[src/rtl/seven_seg_scanner_if.sv]
// ============================================================================
// Module   : seven_seg_scanner_if
// Brief    : Display-word and segment/anode bundle of the 7-segment scanner.
// Revision : 1.0
// ============================================================================
`default_nettype none

interface seven_seg_scanner_if #(
    parameter int NUM_DIGITS = 4
);
    logic                      enable;
    logic [4*NUM_DIGITS-1:0]   value;
    logic                      load;
    logic                      lz_en;
    logic [3:0]                nib_out;
    logic [6:0]                seg_in;
    logic [6:0]                seg_out;
    logic [NUM_DIGITS-1:0]     an_out;
    logic                      pending;
    logic                      frame_done;

    modport master (
        output enable, value, load, lz_en, seg_in,
        input  nib_out, seg_out, an_out, pending, frame_done
    );

    modport slave (
        input  enable, value, load, lz_en, seg_in,
        output nib_out, seg_out, an_out, pending, frame_done
    );
endinterface

`default_nettype wire

[src/rtl/seven_seg_scanner.sv]
// ============================================================================
// Module   : seven_seg_scanner
// Brief    : Multiplexed common-anode display scanner, double-buffered word.
// Revision : 1.0
// ============================================================================
`default_nettype none

module seven_seg_scanner #(
    parameter int NUM_DIGITS   = 4,
    parameter int REFRESH_DIV  = 50000,
    parameter int BLANK_CYCLES = 500
) (
    input  wire                   clk,
    input  wire                   reset,
    seven_seg_scanner_if.slave    bus
);
    localparam int DW = (NUM_DIGITS > 1) ? $clog2(NUM_DIGITS) : 1;
    localparam int CW = (REFRESH_DIV > 1) ? $clog2(REFRESH_DIV) : 1;
    localparam logic [CW-1:0] c_BLANK_LAST = CW'(BLANK_CYCLES - 1);
    localparam logic [CW-1:0] c_SLOT_LAST  = CW'(REFRESH_DIV - 1);
    localparam logic [DW-1:0] c_DIG_LAST   = DW'(NUM_DIGITS - 1);

    typedef enum logic [1:0] {
        S_IDLE  = 2'd0,
        S_BLANK = 2'd1,
        S_DRIVE = 2'd2
    } state_t;

    state_t                  r_state;
    state_t                  w_state_nxt;
    logic [CW-1:0]           r_div_cnt;
    logic [CW-1:0]           w_div_nxt;
    logic [DW-1:0]           r_dig_idx;
    logic [DW-1:0]           w_idx_nxt;
    logic [4*NUM_DIGITS-1:0] r_display_q;
    logic [4*NUM_DIGITS-1:0] r_pend_q;
    logic                    r_pending;
    logic [6:0]              r_seg_out;
    logic [NUM_DIGITS-1:0]   r_an_out;
    logic                    r_frame_done;
    logic                    w_slot_end;
    logic                    w_boundary;
    logic                    w_lit;
    logic                    w_acc;
    logic [NUM_DIGITS-1:0]   w_zero_hi;

    always_comb begin
        w_state_nxt = r_state;
        w_div_nxt   = r_div_cnt;
        w_idx_nxt   = r_dig_idx;
        w_slot_end  = 1'b0;
        if (!bus.enable) begin
            w_state_nxt = S_IDLE;
            w_div_nxt   = '0;
            w_idx_nxt   = '0;
        end else begin
            case (r_state)
                S_IDLE: begin
                    w_state_nxt = S_BLANK;
                    w_div_nxt   = '0;
                    w_idx_nxt   = '0;
                end
                S_BLANK: begin
                    w_div_nxt = r_div_cnt + 1'b1;
                    if (r_div_cnt == c_BLANK_LAST) begin
                        w_state_nxt = S_DRIVE;
                    end
                end
                S_DRIVE: begin
                    if (r_div_cnt == c_SLOT_LAST) begin
                        w_slot_end  = 1'b1;
                        w_state_nxt = S_BLANK;
                        w_div_nxt   = '0;
                        w_idx_nxt   = (r_dig_idx == c_DIG_LAST) ? '0 : r_dig_idx + 1'b1;
                    end else begin
                        w_div_nxt = r_div_cnt + 1'b1;
                    end
                end
                default: begin
                    w_state_nxt = S_IDLE;
                    w_div_nxt   = '0;
                    w_idx_nxt   = '0;
                end
            endcase
        end
    end

    // w_zero_hi[i] is set when every nibble from the top down to digit i is zero.
    always_comb begin
        w_acc     = 1'b1;
        w_zero_hi = '0;
        for (int i = NUM_DIGITS - 1; i >= 0; i--) begin
            w_acc        = w_acc & (r_display_q[4*i +: 4] == 4'd0);
            w_zero_hi[i] = w_acc;
        end
    end

    assign w_boundary = (w_slot_end && (r_dig_idx == c_DIG_LAST))
                     || ((r_state == S_IDLE) && bus.enable);
    assign w_lit      = bus.enable && (r_state == S_DRIVE)
                     && !(bus.lz_en && (r_dig_idx != '0) && w_zero_hi[r_dig_idx]);

    always_ff @(posedge clk) begin
        if (reset) begin
            r_state      <= S_IDLE;
            r_div_cnt    <= '0;
            r_dig_idx    <= '0;
            r_display_q  <= '0;
            r_pend_q     <= '0;
            r_pending    <= 1'b0;
            r_seg_out    <= 7'h7F;
            r_an_out     <= '1;
            r_frame_done <= 1'b0;
        end else begin
            r_state      <= w_state_nxt;
            r_div_cnt    <= w_div_nxt;
            r_dig_idx    <= w_idx_nxt;
            r_frame_done <= w_slot_end && (r_dig_idx == c_DIG_LAST);
            if (w_lit) begin
                r_seg_out <= bus.seg_in;
                r_an_out  <= ~(NUM_DIGITS'(1) << r_dig_idx);
            end else begin
                r_seg_out <= 7'h7F;
                r_an_out  <= '1;
            end

            if (bus.load) begin
                r_pend_q <= bus.value;
            end
            // A load on the boundary edge bypasses the pending buffer entirely.
            if (w_boundary) begin
                if (bus.load) begin
                    r_display_q <= bus.value;
                end else if (r_pending) begin
                    r_display_q <= r_pend_q;
                end
                r_pending <= 1'b0;
            end else if (r_state == S_IDLE) begin
                if (bus.load) begin
                    r_display_q <= bus.value;
                    r_pending   <= 1'b0;
                end
            end else if (bus.load) begin
                r_pending <= 1'b1;
            end
        end
    end

    assign bus.nib_out    = r_display_q[4*r_dig_idx +: 4];
    assign bus.seg_out    = r_seg_out;
    assign bus.an_out     = r_an_out;
    assign bus.pending    = r_pending;
    assign bus.frame_done = r_frame_done;

endmodule

`default_nettype wire
[src/flat_wrapper.sv]
// flat-port wrapper written by rule: the top's interface ports become plain ports
module seven_seg_scanner_flat 
#(
    parameter int NUM_DIGITS   = 4,
    parameter int REFRESH_DIV  = 50000,
    parameter int BLANK_CYCLES = 500
)
  (clk, reset, bus_enable, bus_value, bus_load, bus_lz_en, bus_seg_in, bus_nib_out, bus_seg_out, bus_an_out, bus_pending, bus_frame_done);
  seven_seg_scanner_if #(.NUM_DIGITS(NUM_DIGITS)) bus_i ();
  input  wire clk;
  input  wire reset;
  input wire logic [$bits(bus_i.enable)-1:0] bus_enable;
  input wire logic [$bits(bus_i.value)-1:0] bus_value;
  input wire logic [$bits(bus_i.load)-1:0] bus_load;
  input wire logic [$bits(bus_i.lz_en)-1:0] bus_lz_en;
  input wire logic [$bits(bus_i.seg_in)-1:0] bus_seg_in;
  output wire logic [$bits(bus_i.nib_out)-1:0] bus_nib_out;
  output wire logic [$bits(bus_i.seg_out)-1:0] bus_seg_out;
  output wire logic [$bits(bus_i.an_out)-1:0] bus_an_out;
  output wire logic [$bits(bus_i.pending)-1:0] bus_pending;
  output wire logic [$bits(bus_i.frame_done)-1:0] bus_frame_done;
  assign bus_i.enable = bus_enable;
  assign bus_i.value = bus_value;
  assign bus_i.load = bus_load;
  assign bus_i.lz_en = bus_lz_en;
  assign bus_i.seg_in = bus_seg_in;
  assign bus_nib_out = bus_i.nib_out;
  assign bus_seg_out = bus_i.seg_out;
  assign bus_an_out = bus_i.an_out;
  assign bus_pending = bus_i.pending;
  assign bus_frame_done = bus_i.frame_done;
  seven_seg_scanner #(.NUM_DIGITS(NUM_DIGITS), .REFRESH_DIV(REFRESH_DIV), .BLANK_CYCLES(BLANK_CYCLES)) u_core (.clk(clk), .reset(reset), .bus(bus_i));
endmodule
[config.mk]
export PLATFORM = sky130hd
export DESIGN_NAME = seven_seg_scanner_flat
export DESIGN_NICKNAME = d
export VERILOG_FILES = /design/src/rtl/seven_seg_scanner_if.sv /design/src/rtl/seven_seg_scanner.sv /design/src/flat_wrapper.sv
export SDC_FILE = /design/constraint.sdc
export NUM_CORES = 1
export LEC_CHECK = 0
export CORE_MARGIN = 3
export CORE_UTILIZATION = 25
export DETAILED_ROUTE_END_ITERATION = 12
export HOLD_SLACK_MARGIN = 0.08
export PLACE_DENSITY_LB_ADDON = 0.3
export SYNTH_ARGS = -nofsm -noshare
export SYNTH_HDL_FRONTEND = slang
export SYNTH_SLANG_ARGS = --single-unit
[constraint.sdc]
create_clock -name clk -period 2.45 [get_ports clk]
set_input_delay 0.245 -clock clk [delete_from_list [all_inputs] [get_ports clk]]
set_output_delay 0.245 -clock clk [all_outputs]
set_load 0.005 [all_outputs]
==> impl_metrics.env, run 1 <==
export IMPL_firstDrtPassIters=4
export IMPL_ctsResizeCount=0
export IMPL_cts_sinks=65
export IMPL_cpMaxStageDelayCell="mux4_2"
export IMPL_synth_avg_cell_area_sq_um=8.729
export IMPL_cts_htree_levels=3
export IMPL_yosys_warnings=0
export IMPL_holdPathEnd="u_core.r_div_cnt[0]"
export IMPL_cts_made_buffers=9
export IMPL_pre_cts_ws_ns=0.3487
export IMPL_status="completed"
export IMPL_start_util=0.2597
export IMPL_antenna_found_initial=0
export IMPL_hold_violations=0
export IMPL_io_pins=45
export IMPL_cts_tree="yes"
export IMPL_drc_errors=0
export IMPL_track_usage=0.1135
export IMPL_clock_latency_ns=0.33
export IMPL_min_period_over_period=0.8682
export IMPL_worst_slack_ns=0.3230
export IMPL_cts_root_buf="clkbuf_16"
export IMPL_ir_drop_uv=285.8
export IMPL_synth_distinct_cells=36
export IMPL_drt_first_iter_violations=129
export IMPL_die_w_um=115.6
export IMPL_routed_wl_um=7012
export IMPL_fin_hold_ws_ns=0.4613
export IMPL_max_stage_delay_ns=0.53
export IMPL_min_period_ns=2.127
export IMPL_synthTopCellsByArea="dfxtp_1 (43%), nand2_1 (7.6%), mux2i_1 (5.7%)"
export IMPL_viasPerCell=4.601
export IMPL_r2r_start="u_core.r_div_cnt[0]"
export IMPL_ff2ff_setup_slack_ns=0.33
export IMPL_crit_family="buffers and inverters"
export IMPL_synth_nets=381
export IMPL_area_growth_syn_to_layout_pct=32.29
export IMPL_crit_type="reg2out"
export IMPL_final_fill_count=1184
export IMPL_power_density_mw_per_mm2=737.6
export IMPL_synth_top_area_share=0.4333
export IMPL_max_freq_mhz=470.1
export IMPL_drtAntennaViolNets=0
export IMPL_ctsHoldBuffers=0
export IMPL_fin_tns_setup_ns=0
export IMPL_clock_skew_ns=0.006047
export IMPL_p_leak_nw=1.610
export IMPL_vias=2471
export IMPL_worstHoldStart="u_core.r_div_cnt[0]"
export IMPL_post_synth_top_count_cell="dfxtp_1"
export IMPL_relSlewSlack=0.5897
export IMPL_async_flop_share=0
export IMPL_seq_area_sq_mm=0.001301
export IMPL_cp_num_buf_inv=2
export IMPL_tightest_slew_ns=0.6155
export IMPL_die_y_um=115.6
export IMPL_setup_viol=0
export IMPL_grt_pass1_wl_um=12000
export IMPL_synth_area_sq_mm=0.003003
export IMPL_synth_common_cells="dfxtp_1 (65), nand2_1 (61), nor2_1 (40), a21oi_1 (21), o21ai_0 (20)"
export IMPL_grt_max_degree=34
export IMPL_port_buffers=44
export IMPL_cp_cell_sequence="buf_4, mux4_2, clkdlybuf4s50_1"
export IMPL_start_kind="flop"
export IMPL_synth_edf_count=0
export IMPL_ys_seq_area_frac=0.4333
export IMPL_ys_ff_latch=65
export IMPL_die_area_sq_mm=0.01336
export IMPL_rsz0062_at_grt="no"
export IMPL_whs_path_depth=1
export IMPL_min_delay_path_class="reg2reg"
export IMPL_antenna_cells=0
export IMPL_fin_nets=426
export IMPL_required_ns=2.20
export IMPL_rows=39
export IMPL_cts_max_path_buffers=2
export IMPL_synth_main_ff_cell="dfxtp_1"
export IMPL_drive_gt1_frac=0.08883
export IMPL_regToRegEndpoint="u_core.r_display_q[12]"
export IMPL_overflow=0
export IMPL_post_dp_hpwl_um=5177
export IMPL_wl_per_cell_um=13.06
export IMPL_clk_pin_slew_ns=0.05
export IMPL_grt_pass1_vias=2491
export IMPL_netlist_top_cell_by_area="dfxtp_1"
export IMPL_syn_inst=344
export IMPL_gp_congestion=0.7681
export IMPL_maxCapViolations=0
export IMPL_crit_path_end_kind="primary output"
export IMPL_worstPathMaxFanout=8
export IMPL_worstRegToRegCells=6
export IMPL_dpl_cell_count=521
export IMPL_drv_slew=0
export IMPL_post_cts_setup_buffers=0
export IMPL_core_area_sq_mm=0.01156
export IMPL_critPathArrivalTime_ns=1.88
export IMPL_power_mw=2.930
export IMPL_multi_input_area_sq_mm=0.001607
export IMPL_fin_cells=537
[layout make-up]
| type | count | area share |
|---|---|---|
| Inverter | 5 | 0.004724 |
| Sequential cell | 65 | 0.3276 |
| Multi-Input combinational cell | 255 | 0.4044 |
| Tap cell | 143 | 0.04504 |
| Clock buffer | 10 | 0.05764 |
| Timing Repair Buffer | 53 | 0.1279 |
| Clock inverter | 6 | 0.03276 |
[worst register-to-register path: stages (launching register included)]
cell	delay [ns]
dfxtp_1	0.36
ha_1	0.21
and3_1	0.28
and4_1	0.24
a32o_1	0.57
a22o_1	0.27
a21oi_1	0.07
[logic make-up after synthesis]
logic type | after synthesis | share of synthesized area
multiplexers | 21 | 0.08667
flip-flops | 65 | 0.4333
adder cells (fa/ha/maj) | 9 | 0.03750
AO/OA/AOI/OAI | 63 | 0.1354
XOR/XNOR | 14 | 0.04083
buffers and inverters | 24 | 0.03167
AND/OR/NAND/NOR | 148 | 0.2346
[cell usage in the layout, fill, tap and decap left out, types with 9 or more instances in the layout]
cell and n:
o21ai_0 20, a22o_1 16, dfxtp_1 65, mux2i_1 17
clkdlybuf4s50_1 44, nand2_1 61, buf_4 9, clkbuf_16 9
a21oi_1 21, nor2_1 40, ha_1 9, or3_1 9
[routing by layer]
metal	wire length, um	track usage	part of all wire	up-vias
met5	0	0	0	-
met4	103	0.05634	0.015	0
met3	310	0.02454	0.044	10
met2	3092	0.1721	0.44	48
met1	3506	0.1527	0.50	1128
li1	-	-	-	1285
[flip-flops by register name, summed over array words and instances (netlist names)]
signal and cells:
u_core.bus.an_out 4, u_core.r_display_q 16, u_core.bus.seg_out 7, u_core.bus.frame_done 1, u_core.bus.pending 1, u_core.r_div_cnt 16, u_core.r_state 2, u_core.r_dig_idx 2
u_core.r_pend_q 16
[worst max-delay path by stage]
| stage | startpoint | to | slack (ns) | depth (start not counted) |
|---|---|---|---|---|
| finish | u_core.r_dig_idx[0] | bus_nib_out[3] | 0.32 | 3 |
| global route | u_core.r_div_cnt[15] | u_core.r_display_q[12] | 0.08 | 5 |
| CTS | u_core.r_dig_idx[0] | bus_nib_out[3] | 0.31 | 3 |
| detailed placement | u_core.r_div_cnt[0] | u_core.r_display_q[12] | 0.35 | 6 |
| global placement | u_core.r_div_cnt[15] | u_core.r_display_q[12] | 0.35 | 5 |
| floorplan | u_core.r_div_cnt[0] | u_core.r_display_q[6] | 0.53 | 8 |
[where the power goes]
part | switching (mW) | internal, mW
Combinational | 0.121 | 0.132
Clock | 0.459 | 1.09
Sequential | 0.0265 | 1.10
[per-stage QoR]
stage          utilization  instance area (sq um)
5_1_grt             0.3435                   3973
3_5_place_dp        0.3125                   3613
2_1_floorplan            -                   3003
3_3_place_gp        0.3125                   3613
4_1_cts             0.3435                   3973
6_report            0.3435                   3973
Note: power is estimated with default switching activity, not from simulation.
==> inputs of run 2 (changes only) <==
--- a/config.mk
+++ b/config.mk
@@ -10,6 +10,7 @@
 export DETAILED_ROUTE_END_ITERATION = 12
 export HOLD_SLACK_MARGIN = 0.08
 export PLACE_DENSITY_LB_ADDON = 0.3
+export SLEW_MARGIN = 10
 export SYNTH_ARGS = -nofsm -noshare
 export SYNTH_HDL_FRONTEND = slang
 export SYNTH_SLANG_ARGS = --single-unit
==> results of run 2 <==
Same layout as run 1: the final DEF is identical, and so are final timing and power.
